### config.mk
export PLATFORM = sky130hd
export DESIGN_NAME = at5351_ctrl
export DESIGN_NICKNAME = d
export VERILOG_FILES = /design/src/rtl/at5351_ctrl.sv
export SDC_FILE = /design/constraint.sdc
export NUM_CORES = 1
export LEC_CHECK = 0
export ABC_AREA = 0
export CORE_ASPECT_RATIO = 1.1
export CORE_UTILIZATION = 45
export CTS_CLUSTER_SIZE = 10
export DETAILED_ROUTE_END_ITERATION = 8
export GPL_ROUTABILITY_DRIVEN = 1
export PLACE_DENSITY = 0.69
export SYNTH_ARGS = -nofsm -noshare
export SYNTH_HDL_FRONTEND = slang
export SYNTH_SLANG_ARGS = --single-unit
### constraint.sdc
create_clock -name clk_12mhz -period 3 [get_ports clk_12mhz]
set_clock_uncertainty 0.05 [all_clocks]
set_input_delay 0.3 -clock clk_12mhz [delete_from_list [all_inputs] [get_ports clk_12mhz]]
set_output_delay 0.3 -clock clk_12mhz [all_outputs]
set_load 0.02 [all_outputs]
### src/rtl/at5351_ctrl.sv
`default_nettype none
// ============================================================================
// Module      : at5351_ctrl
// Description : Control core for the AT5351 measurement front end.
//               - Two-byte-command SPI slave (mode 1, MSB first) driving the
//                 analog selectors, filter enables and external chip selects,
//                 with a selector readback path and an ADC count readout.
//               - Dual-slope ADC up/down tick counter, latched once per
//                 clk_5ms period.
//               - Timebase outputs (clk_4mhz strobe, clk_5ms square wave).
//               - Comparator debounce with rising/falling edge pulses.
// Ports       : clk_12mhz, rst (sync, active-high)
//               spi_clk/spi_mosi/spi_cs in, spi_miso out  : host SPI link
//               adc_comp in, adc_countn out               : ADC comparator
//               clk_4mhz, clk_5ms, clk_not_5ms out        : timebase
//               comp1_cs, comp2_cs, relay_cs, relay_reset : device selects
//               input_sel, mu_sel, avk_sel, fil1_sel, fil2_sel, ref_avk
//               pos_comparator, neg_comparator, antibounce
//               rd_data_out                               : readback register
// Revision    : 1.0 - initial release
// ============================================================================
module at5351_ctrl #(
  parameter int CLK_DIV4 = 3,
  parameter int WIN_CYC  = 120000,
  parameter int DEB_LEN  = 4
) (
  input  logic       clk_12mhz,
  input  logic       rst,
  input  logic       spi_clk,
  input  logic       spi_mosi,
  input  logic       spi_cs,
  output logic       spi_miso,
  input  logic       adc_comp,
  output logic       adc_countn,
  output logic       clk_4mhz,
  output logic       clk_5ms,
  output logic       clk_not_5ms,
  output logic       comp1_cs,
  output logic       comp2_cs,
  output logic       relay_cs,
  output logic       relay_reset,
  output logic [3:0] input_sel,
  output logic [2:0] mu_sel,
  output logic [3:0] avk_sel,
  output logic       fil1_sel,
  output logic       fil2_sel,
  output logic       pos_comparator,
  output logic       neg_comparator,
  output logic       ref_avk,
  output logic       antibounce,
  output logic [7:0] rd_data_out
);

  localparam int c_DIV_W  = (CLK_DIV4 > 1) ? $clog2(CLK_DIV4) : 1;
  localparam int c_HALF   = WIN_CYC / 2;
  localparam int c_HALF_W = (c_HALF > 1) ? $clog2(c_HALF) : 1;
  localparam logic [c_DIV_W-1:0]  c_DIV_LAST  = c_DIV_W'(CLK_DIV4 - 1);
  localparam logic [c_HALF_W-1:0] c_HALF_LAST = c_HALF_W'(c_HALF - 1);

  // Synchronizer bit order: {spi_clk, spi_mosi, spi_cs, adc_comp}
  logic [3:0]  meta_q, meta_d, sync_q, sync_d;
  logic        sclk_prev_q, sclk_prev_d;

  // SPI slave state
  logic [2:0]  bit_cnt_q, bit_cnt_d;
  logic [3:0]  byte_cnt_q, byte_cnt_d;
  logic [6:0]  rx_sh_q, rx_sh_d;
  logic [7:0]  cmd_q, cmd_d;
  logic [7:0]  tx_sh_q, tx_sh_d;
  logic        miso_q, miso_d;
  logic [47:0] snap_q, snap_d;

  // Command-controlled outputs
  logic [3:0]  input_sel_q, input_sel_d;
  logic [2:0]  mu_sel_q, mu_sel_d;
  logic [3:0]  avk_sel_q, avk_sel_d;
  logic        fil1_q, fil1_d, fil2_q, fil2_d;
  logic        comp1_cs_q, comp1_cs_d, comp2_cs_q, comp2_cs_d;
  logic        relay_cs_q, relay_cs_d, relay_reset_q, relay_reset_d;
  logic [2:0]  rd_src_q, rd_src_d;
  logic [7:0]  rd_data_q, rd_data_d;

  // Timebase and ADC counters
  logic [c_DIV_W-1:0]  div_cnt_q, div_cnt_d;
  logic                clk4_q, clk4_d;
  logic [c_HALF_W-1:0] half_cnt_q, half_cnt_d;
  logic                clk5_q, clk5_d;
  logic [23:0]         cnt_p_q, cnt_p_d, cnt_m_q, cnt_m_d;
  logic [23:0]         lat_p_q, lat_p_d, lat_m_q, lat_m_d;
  logic                countn_q, countn_d;

  // Comparator conditioning
  logic [DEB_LEN-1:0]  hist_q, hist_d;
  logic                antib_q, antib_d, pos_q, pos_d, neg_q, neg_d;

  logic       w_sclk, w_mosi, w_csn, w_comp;
  logic       w_sclk_rise, w_sclk_fall, w_win_end;
  logic [7:0] w_byte, w_tx_byte;
  logic [3:0] w_grp, w_n;

  assign w_sclk      = sync_q[3];
  assign w_mosi      = sync_q[2];
  assign w_csn       = sync_q[1];
  assign w_comp      = sync_q[0];
  assign w_sclk_rise = w_sclk & ~sclk_prev_q;
  assign w_sclk_fall = ~w_sclk & sclk_prev_q;
  assign w_byte      = {rx_sh_q, w_mosi};
  assign w_grp       = w_byte[7:4];
  assign w_n         = w_byte[3:0];

  // Window ends on the cycle clk_5ms is about to rise.
  assign w_win_end   = (half_cnt_q == c_HALF_LAST) && !clk5_q;

  // Byte presented on miso for the byte about to start. Byte 0 of any frame
  // always returns zero, so a stale cmd_q from the previous frame is harmless.
  always_comb begin
    w_tx_byte = 8'h00;
    if (cmd_q == 8'h02) begin
      if (byte_cnt_q == 4'd1) w_tx_byte = rd_data_q;
    end else if (cmd_q == 8'h05) begin
      case (byte_cnt_q)
        4'd1:    w_tx_byte = snap_q[47:40];
        4'd2:    w_tx_byte = snap_q[39:32];
        4'd3:    w_tx_byte = snap_q[31:24];
        4'd4:    w_tx_byte = snap_q[23:16];
        4'd5:    w_tx_byte = snap_q[15:8];
        4'd6:    w_tx_byte = snap_q[7:0];
        default: w_tx_byte = 8'h00;
      endcase
    end
  end

  // Synchronizers, SPI slave and command decode
  always_comb begin
    meta_d        = {spi_clk, spi_mosi, spi_cs, adc_comp};
    sync_d        = meta_q;
    sclk_prev_d   = w_sclk;
    bit_cnt_d     = bit_cnt_q;
    byte_cnt_d    = byte_cnt_q;
    rx_sh_d       = rx_sh_q;
    cmd_d         = cmd_q;
    tx_sh_d       = tx_sh_q;
    miso_d        = miso_q;
    snap_d        = snap_q;
    input_sel_d   = input_sel_q;
    mu_sel_d      = mu_sel_q;
    avk_sel_d     = avk_sel_q;
    fil1_d        = fil1_q;
    fil2_d        = fil2_q;
    comp1_cs_d    = comp1_cs_q;
    comp2_cs_d    = comp2_cs_q;
    relay_cs_d    = relay_cs_q;
    relay_reset_d = relay_reset_q;
    rd_src_d      = rd_src_q;

    if (w_csn) begin
      bit_cnt_d  = 3'd0;
      byte_cnt_d = 4'd0;
      rx_sh_d    = 7'd0;
      tx_sh_d    = 8'd0;
      miso_d     = 1'b0;
    end else begin
      if (w_sclk_fall) begin
        rx_sh_d   = w_byte[6:0];
        bit_cnt_d = bit_cnt_q + 3'd1;
        if (bit_cnt_q == 3'd7) begin
          if (byte_cnt_q != 4'hF) byte_cnt_d = byte_cnt_q + 4'd1;
          if (byte_cnt_q == 4'd0) begin
            cmd_d = w_byte;
            // Latched values only; a coincident window end lands next cycle.
            if (w_byte == 8'h05) snap_d = {lat_p_q, lat_m_q};
          end else if (byte_cnt_q == 4'd1) begin
            case (cmd_q)
              8'h01: begin
                case (w_grp)
                  4'h1: begin
                    if ((w_n >= 4'd1) && (w_n <= 4'd4)) input_sel_d = 4'b0001 << (w_n - 4'd1);
                    else if (w_n == 4'hF)               input_sel_d = 4'b0000;
                  end
                  4'h2: begin
                    if ((w_n >= 4'd1) && (w_n <= 4'd3))      mu_sel_d = 3'b001 << (w_n - 4'd1);
                    else if ((w_n == 4'h0) || (w_n == 4'hF)) mu_sel_d = 3'b000;
                  end
                  4'h3: begin
                    if ((w_n >= 4'd1) && (w_n <= 4'd4)) avk_sel_d = 4'b0001 << (w_n - 4'd1);
                    else if (w_n == 4'hF)               avk_sel_d = 4'b0000;
                  end
                  4'h4: begin
                    if (w_n == 4'h0)      fil1_d = 1'b0;
                    else if (w_n == 4'hF) fil1_d = 1'b1;
                  end
                  4'h5: begin
                    if (w_n == 4'h0)      fil2_d = 1'b0;
                    else if (w_n == 4'hF) fil2_d = 1'b1;
                  end
                  default: ;
                endcase
              end
              8'h02: begin
                if ((w_byte >= 8'd1) && (w_byte <= 8'd5)) rd_src_d = w_byte[2:0];
              end
              8'h03: begin
                case (w_byte)
                  8'h01: begin comp1_cs_d = 1'b0; comp2_cs_d = 1'b1; relay_cs_d = 1'b1; end
                  8'h02: begin comp1_cs_d = 1'b1; comp2_cs_d = 1'b0; relay_cs_d = 1'b1; end
                  8'h03: begin comp1_cs_d = 1'b1; comp2_cs_d = 1'b1; relay_cs_d = 1'b0; end
                  8'h04: relay_reset_d = 1'b1;
                  8'h0F: begin
                    comp1_cs_d    = 1'b1;
                    comp2_cs_d    = 1'b1;
                    relay_cs_d    = 1'b1;
                    relay_reset_d = 1'b0;
                  end
                  default: ;
                endcase
              end
              default: ;
            endcase
          end
        end
      end
      // Mode 1: drive the next bit on the rising edge; the first rising edge
      // of a byte loads that byte's reply.
      if (w_sclk_rise) begin
        if (bit_cnt_q == 3'd0) begin
          miso_d  = w_tx_byte[7];
          tx_sh_d = {w_tx_byte[6:0], 1'b0};
        end else begin
          miso_d  = tx_sh_q[7];
          tx_sh_d = {tx_sh_q[6:0], 1'b0};
        end
      end
    end

    case (rd_src_q)
      3'd1:    rd_data_d = {4'd0, input_sel_q};
      3'd2:    rd_data_d = {5'd0, mu_sel_q};
      3'd3:    rd_data_d = {4'd0, avk_sel_q};
      3'd4:    rd_data_d = {7'd0, fil1_q};
      3'd5:    rd_data_d = {7'd0, fil2_q};
      default: rd_data_d = 8'd0;
    endcase
  end

  // Timebase, ADC counting and comparator conditioning
  always_comb begin
    div_cnt_d  = (div_cnt_q == c_DIV_LAST) ? '0 : div_cnt_q + 1'b1;
    clk4_d     = (div_cnt_q == '0);
    half_cnt_d = (half_cnt_q == c_HALF_LAST) ? '0 : half_cnt_q + 1'b1;
    clk5_d     = (half_cnt_q == c_HALF_LAST) ? ~clk5_q : clk5_q;

    cnt_p_d  = cnt_p_q;
    cnt_m_d  = cnt_m_q;
    lat_p_d  = lat_p_q;
    lat_m_d  = lat_m_q;
    countn_d = ~w_win_end;
    if (w_win_end) begin
      lat_p_d = cnt_p_q;
      lat_m_d = cnt_m_q;
      cnt_p_d = 24'd0;
      cnt_m_d = 24'd0;
    end else if (clk4_q) begin
      if (w_comp && !(&cnt_p_q))      cnt_p_d = cnt_p_q + 24'd1;
      else if (!w_comp && !(&cnt_m_q)) cnt_m_d = cnt_m_q + 24'd1;
    end

    // antibounce moves only once the last DEB_LEN samples all agree.
    hist_d  = {hist_q[DEB_LEN-2:0], w_comp};
    antib_d = antib_q;
    if (&hist_q)       antib_d = 1'b1;
    else if (~|hist_q) antib_d = 1'b0;
    pos_d = antib_d & ~antib_q;
    neg_d = ~antib_d & antib_q;
  end

  always_ff @(posedge clk_12mhz) begin
    if (rst) begin
      meta_q        <= 4'b0010;
      sync_q        <= 4'b0010;
      sclk_prev_q   <= 1'b0;
      bit_cnt_q     <= 3'd0;
      byte_cnt_q    <= 4'd0;
      rx_sh_q       <= 7'd0;
      cmd_q         <= 8'd0;
      tx_sh_q       <= 8'd0;
      miso_q        <= 1'b0;
      snap_q        <= 48'd0;
      input_sel_q   <= 4'd0;
      mu_sel_q      <= 3'd0;
      avk_sel_q     <= 4'd0;
      fil1_q        <= 1'b0;
      fil2_q        <= 1'b0;
      comp1_cs_q    <= 1'b1;
      comp2_cs_q    <= 1'b1;
      relay_cs_q    <= 1'b1;
      relay_reset_q <= 1'b0;
      rd_src_q      <= 3'd0;
      rd_data_q     <= 8'd0;
      div_cnt_q     <= '0;
      clk4_q        <= 1'b0;
      half_cnt_q    <= '0;
      clk5_q        <= 1'b0;
      cnt_p_q       <= 24'd0;
      cnt_m_q       <= 24'd0;
      lat_p_q       <= 24'd0;
      lat_m_q       <= 24'd0;
      countn_q      <= 1'b1;
      hist_q        <= '0;
      antib_q       <= 1'b0;
      pos_q         <= 1'b0;
      neg_q         <= 1'b0;
    end else begin
      meta_q        <= meta_d;
      sync_q        <= sync_d;
      sclk_prev_q   <= sclk_prev_d;
      bit_cnt_q     <= bit_cnt_d;
      byte_cnt_q    <= byte_cnt_d;
      rx_sh_q       <= rx_sh_d;
      cmd_q         <= cmd_d;
      tx_sh_q       <= tx_sh_d;
      miso_q        <= miso_d;
      snap_q        <= snap_d;
      input_sel_q   <= input_sel_d;
      mu_sel_q      <= mu_sel_d;
      avk_sel_q     <= avk_sel_d;
      fil1_q        <= fil1_d;
      fil2_q        <= fil2_d;
      comp1_cs_q    <= comp1_cs_d;
      comp2_cs_q    <= comp2_cs_d;
      relay_cs_q    <= relay_cs_d;
      relay_reset_q <= relay_reset_d;
      rd_src_q      <= rd_src_d;
      rd_data_q     <= rd_data_d;
      div_cnt_q     <= div_cnt_d;
      clk4_q        <= clk4_d;
      half_cnt_q    <= half_cnt_d;
      clk5_q        <= clk5_d;
      cnt_p_q       <= cnt_p_d;
      cnt_m_q       <= cnt_m_d;
      lat_p_q       <= lat_p_d;
      lat_m_q       <= lat_m_d;
      countn_q      <= countn_d;
      hist_q        <= hist_d;
      antib_q       <= antib_d;
      pos_q         <= pos_d;
      neg_q         <= neg_d;
    end
  end

  assign spi_miso       = miso_q;
  assign adc_countn     = countn_q;
  assign clk_4mhz       = clk4_q;
  assign clk_5ms        = clk5_q;
  assign clk_not_5ms    = ~clk5_q;
  assign comp1_cs       = comp1_cs_q;
  assign comp2_cs       = comp2_cs_q;
  assign relay_cs       = relay_cs_q;
  assign relay_reset    = relay_reset_q;
  assign input_sel      = input_sel_q;
  assign mu_sel         = mu_sel_q;
  assign avk_sel        = avk_sel_q;
  assign fil1_sel       = fil1_q;
  assign fil2_sel       = fil2_q;
  assign pos_comparator = pos_q;
  assign neg_comparator = neg_q;
  assign ref_avk        = |avk_sel_q;
  assign antibounce     = antib_q;
  assign rd_data_out    = rd_data_q;

endmodule
`default_nettype wire

==> results of run 1 <==
report_power, final:
part           total [uW]  internal (uW)  switching (uW)
combinational         157           55.8             102
clock                2770           1610            1160
sequential           3170           3150            25.4
total                6100           4810            1290
routing by layer:
layer,up-vias,track usage,part of all wire
met5,-,0,0
met3,45,0.0255,0.035
met1,3582,0.250,0.47
met2,149,0.324,0.47
li1,3846,-,-
met4,0,0.0694,0.027
worst min-delay path by stage:
| stage | from | to | slack, ns | depth (start not counted) |
|---|---|---|---|---|
| after floorplan | meta_q[1]$_SDFF_PP1_ | sync_q[1]$_SDFF_PP1_ | 0.34 | 1 |
| after global placement | meta_q[1]$_SDFF_PP1_ | sync_q[1]$_SDFF_PP1_ | 0.35 | 1 |
| after detailed placement | meta_q[1]$_SDFF_PP1_ | sync_q[1]$_SDFF_PP1_ | 0.36 | 1 |
| after CTS | rst | clk_4mhz$_SDFF_PP0_ | 0.07 | 2 |
| after global routing | rst | fil1_sel$_SDFFE_PP0P_ | 0.09 | 2 |
| final | rst | clk_4mhz$_SDFF_PP0_ | 0.09 | 2 |
stage by stage:
step | power (uW) | util | instance area [sq um] | worst slack, ns | cells
final | 6100 | 0.516 | 11400 | 0.471 | 1379
after global routing | 6320 | 0.516 | 11400 | 0.183 | 1378
after CTS | 6170 | 0.516 | 11400 | 0.493 | 1378
after detailed placement | 3400 | 0.483 | 10700 | 0.485 | 1345
after global placement | 3390 | 0.483 | 10700 | 0.596 | 1345
after floorplan | 3360 | - | 10200 | 0.769 | 1059
registers in the layout, summed over array words and instances (netlist names), 7 cells and up:
name        flops
cmd_q           8
cnt_m_q        24
cnt_p_q        24
half_cnt_q     16
lat_m_q        24
lat_p_q        24
rx_sh_q         7
snap_q         48
tx_sh_q         7
cell usage after synthesis, drive strengths merged, types with 6 or more instances:
cell      n  area share
nor3     23       0.012
nor2    133       0.050
dfxtp   235        0.46
a22o     46       0.044
clkbuf   31       0.011
or2       6      0.0037
inv      25      0.0092
a211oi    7      0.0052
mux2i    77       0.076
o21ai    27       0.014
nand4    25       0.017
xnor2    27       0.023
and3     11      0.0068
nand3    26       0.013
buf      35       0.029
or3      20       0.013
nor4     21       0.019
nor2b    18       0.011
nand2b   18       0.011
xor2     13       0.011
ha       17       0.021
nand2    72       0.027
or4       7      0.0055
a222oi   13       0.013
a21oi    39       0.019
cells by family (layout without fill, tap and decap cells):
kind of cell	count (synthesis)	in the layout	share of synthesized area
adder cells (fa/ha/maj)	17	17	0.0210
buffers and inverters	91	115	0.0496
other	1	5	0.000370
AND/OR/NAND/NOR	406	406	0.210
XOR/XNOR	40	40	0.0345
AO/OA/AOI/OAI	185	185	0.141
flip-flops	235	235	0.464
multiplexers	81	81	0.0804
area by class of cell:
type | count | area, sq um | share of cell area
repair buffers | 57 | 563 | 0.0494
clock buffers | 32 | 694 | 0.0609
diodes | 1 | 2.50 | 0.000219
clock inverters | 1 | 20.0 | 0.00176
well taps | 295 | 369 | 0.0324
multi-input cells | 733 | 4960 | 0.435
flip-flops and latches | 235 | 4700 | 0.413
inverters | 25 | 93.8 | 0.00823
==> impl_results.md, run 1 <==
* Final Cycle Share at 0.843
* PwrDens at around 530 nW/um^2
* CP delay by family, top: simple AND/OR/NAND/NOR gates
* Fin. Hold Viols at 0
* Slowest stage delay, CP at 0.41 ns
* Syn Area/Cell at 9.61 sq um
* WS Path Type: reg2reg
* Detailed router's first-iteration violation count at approximately 500
* TritonCTS buffer count at 27
* Core region area at between 20000 and 25000 sq um
* Vias per cell at roughly 5.5
* DIE HEIGHT at about 160 um
* Fraction of layout cells with a size suffix above 1 at 0.109
* Hold WS at 0.0863 ns
* CP Capture Point: comp1_cs$_SDFFE_PP1P_
* Minimum clock period at 2.53 ns
* Routed wire length at about 22 mm
* DRC at 0
* RSZ-0062 raised after global routing: false
* R2r startpoint: byte_cnt_q[0]$_SDFFE_PP0P_
* Vias in the first global route at 7458
* Async set-reset flop share out of synthesis at 0
* Most common flop cell mapped by yosys: dfxtp_1
* Worst path cell trace: inv_1 > ha_1 > nor4b_2 > nand4_2 > nor3_2 > nand3_1 > a221o_1
* Post-synthesis cell count at between 1k and 1.5k
* H-tree Lvls at 1
* DR pass1 iterations at 8
* Relative slew slack at 0.523
* CTS max path bufs at 3
* Worst-path maximum fanout at 10
* R2R setup slack at 0.47 ns
* First-pass GRT wire length at 37.4 mm
* CP arrival at ~2.9 ns
* Initial core utilization at 0.459
* Largest net degree at the start of global routing at 63
* CP Depth at 7
* VDD IR max at ~0.00040 V
* CP bufs+invs at 1
* Post-CTS sizing at 0
* Syn Std Cell Area at 10100 sq um
* Routability congestion estimate at 0.846
* Most common cell after layout, fill and taps aside: dfxtp_1
* Max-slew violation count at 0
* Worst Hold Class: in2reg
* DR WL/cell at 15.9 um
* #FFs+latches synth at between 200 and 250
* Antenna violations before repair at 0
* Buffers on Ports at 35
* Cell variety after synth at 79
* Hpwl dp at ~15 mm
* Clk_lat worst skew at around 0.54 ns
* GRT Util Overall at 0.192
* CP Capture Type: flip-flop
* Die Width at 145 um
* Number of core rows at 57
* Clock transition at the registers of the reported paths at ~0.06 ns
* Startpoint types: flip-flop
* Nets at ~1.1k
* IO Count at 40
* Slowest stage cell, crit path: dfxtp_1
* Grt total ovfl at 0
* Antenna Nets Post-Route at 0
* Max cap viols at 0
* Area growth syn-to-layout at 12.4%
* Status: finished, final reports clean
* Die area at roughly 23000 sq um
* R2r endpoint: comp1_cs$_SDFFE_PP1P_
* Yosys warnings at 0
* LEAKAGE at between 0.004 and 0.005 uW
* Worst Max-Slew Pin Slew at 0.714 ns
* Most frequent cells in the layout: dfxtp_1, nor2_1, mux2i_1, nand2_1, a21oi_1
* Critical path data required time at around 3.4 ns
* Worst Setup SP: byte_cnt_q[0]$_SDFFE_PP0P_
* Max Clock Freq at 0.395 GHz
* Sequential fraction of the synthesis area at 0.464
* Vias at roughly 7.6k
* Fillers at 2014
* Clock root cell: clkbuf_16
* Setup Total Neg Slack at 0 ns
* Hold_buf cts at 0
* Final setup viols at 0
* Worst-case reg-to-reg path depth at 7
* Post-synth EDFFs at 0
* Sink Count at approximately 240
* CTS tree: built
* Postcts setup bufs at 0
Note: power is estimated with default switching activity, not from simulation.
==> run 2: changes to the inputs <==
PLACE_DENSITY = 0.71   (was 0.69)
clock period = 2.3 ns   (was 3 ns; I/O delays follow)
==> impl_results.md, run 2 (same netlist as run 1, synthesis figures left out) <==
* Status: finished, final reports clean (unchanged)
* Critical path data required time at 2.02 ns (was 3.37 ns)
* IO Count at 40 (unchanged)
* CTS tree: built (unchanged)
* Biggest register: snap_q (unchanged)
* DRC at 0 (unchanged)
* H-tree Lvls at 1 (unchanged)
* Die Width at 145 um (unchanged)
* Busiest grt layer: met2 (unchanged)
* Worst Hold Class: in2reg (unchanged)
* Buffers on Ports at 35 (unchanged)
* Nets at 1122 (was 1102)
* Detailed router's first-iteration violation count at 545 (was 496)
* Max-slew violation count at 0 (unchanged)
* Final Cycle Share at 0.958
* Minimum clock period at roughly 2.2 ns
* CTS max path bufs at 3 (unchanged)
* DR pass1 iterations at 5 (was 8)
* WS Path Type: reg2out (was reg2reg)
* Placed cell area at 10800 sq um (was 10700 sq um)
* Startpoint types: flip-flop (unchanged)
* Relative slew slack at 0.562 (was 0.523)
* Cell total after placement at 1362 (was 1345)
* Met1 usage at 0.273 (was 0.250)
* Fin. Hold Viols at 0 (unchanged)
* Max cap viols at 0 (unchanged)
* Met2 GRT Util at 0.318 (was 0.324)
* Antenna violations before repair at 0 (unchanged)
* Non-Filler Instances at 1398 (was 1379)
* Antenna Nets Post-Route at 0 (unchanged)
* Clk_lat worst skew at 0.54 ns (about the same)
* Number of core rows at 57 (unchanged)
* Fraction of layout cells with a size suffix above 1 at 0.127 (was 0.109)
* First-pass GRT wire length at 38.1 mm (was 37.4 mm)
* Hpwl dp at 15.5 mm (was 15.3 mm)
* Initial core utilization at 0.459 (unchanged)
* LEAKAGE at 0.00445 uW (was 0.00433 uW)
* Vias per cell at 5.56 (was 5.53)
* DIE HEIGHT at 160 um (unchanged)
* Routability congestion estimate at 0.864 (was 0.846)
* Antenna Cells at 0 (was 1)
* CP arrival at 1.92 ns (was 2.90 ns)
* Power, Total at 8020 uW (was 6100 uW)
* Worst-path maximum fanout at 4 (was 10)
* Routed wire length at 22.5 mm (was 21.9 mm)
* Sink Count at 235 (unchanged)
* Most frequent cells in the layout: dfxtp_1, nor2_1, mux2i_1, nand2_1, a21oi_1 (unchanged)
* GR Layer Usage met3 at 0.0264 (was 0.0255)
* VDD IR max at 0.000635 V (was 0.000403 V)
* DR WL/cell at 16.1 um (was 15.9 um)
* Area growth syn-to-layout at 14.7% (was 12.4%)
* Most common cell after layout, fill and taps aside: dfxtp_1 (unchanged)
* Vias in the first global route at 7484 (was 7458)
* Max Clock Freq at around 0.45 GHz
* Final instance area at 11600 sq um (was 11400 sq um)
* Post-route core utilization at 0.527 (was 0.516)
* PwrDens at 689 nW/um^2 (was 535 nW/um^2)
* Worst Max-Slew Pin Slew at 0.651 ns (was 0.714 ns)
* CP Capture Type: primary output (was flip-flop)
* TritonCTS buffer count at 27 (unchanged)
* R2R setup slack at 0.14 ns (was 0.47 ns)
* Grt total ovfl at 0 (unchanged)
* Largest net degree at the start of global routing at 58 (was 63)
* Core region area at 22100 sq um (unchanged)
* Clock root cell: clkbuf_16 (unchanged)
* GRT Util Overall at 0.196 (was 0.192)
* Hold WS at 0.190 ns (was 0.0863 ns)
* Final setup viols at 0 (unchanged)
* Vias at 7777 (was 7622)
* Largest register FFs at 48 (unchanged)
* Die area at 23200 sq um (unchanged)
* Clock transition at the registers of the reported paths at 0.05 ns (was 0.06 ns)
-- run 2: path summary, 6_finish.rpt --
check | start | to | cells after the start
setup / recovery | avk_sel[3]$_SDFFE_PP0P_ | ref_avk | 2
hold / removal | adc_comp | meta_q[0]$_SDFF_PP0_ | 2
setup reg to reg | bit_cnt_q[0]$_SDFFE_PP0P_ | snap_q[7]$_SDFFE_PP0P_ | 8
hold reg to reg | meta_q[1]$_SDFF_PP1_ | sync_q[1]$_SDFF_PP1_ | 1
-- run 2: area by class of cell --
class                   instances  area [sq um]
clock inverters                 1          20.0
repair buffers                 77           758
inverters                      25          93.8
clock buffers                  32           694
flip-flops and latches        235          4700
fillers                      1958         10500
multi-input cells             733          5000
well taps                     295           369
-- run 2: power by group --
part	total [uW]	leakage [uW]	internal (uW)	switching (uW)
clock network	3650	0.000348	2100	1550
registers	4130	0.00190	4100	31.2
logic	236	0.00221	91.5	144
-- run 2: worst max-delay path, cell delays in order (launching register included) --
cell and delay (ns):
dfxtp_1 0.33, or4_1 0.51, clkdlybuf4s50_1 0.55
-- run 2: routing by layer --
layer	part of all wire	vias up
met3	0.035	31
met1	0.47	3711
met5	0	-
li1	-	3874
met4	0.017	0
met2	0.48	161
-- run 2: through the flow --
stage                     setup WS [ns]  TNS, ns
after floorplan                  0.0694        0
after detailed placement        -0.0242  -0.0242
after CTS                        0.0603        0
after global routing            -0.0229  -0.0254
after global placement           0.0874        0
final                            0.0977        0
-- run 2: timing repair --
item	CTS	global route
gates cloned	0	1
pin swaps	0	3
endpoints found under the hold margin	5	0
hold buffers	1	0
resized for setup	3	5
setup buffers	0	1
setup endpoints to repair	4	26
==> run 3: changes to the inputs <==
CAP_MARGIN = 20   (was default)
==> results of run 3 <==
Final layout, timing and power as in run 2 (identical DEF).
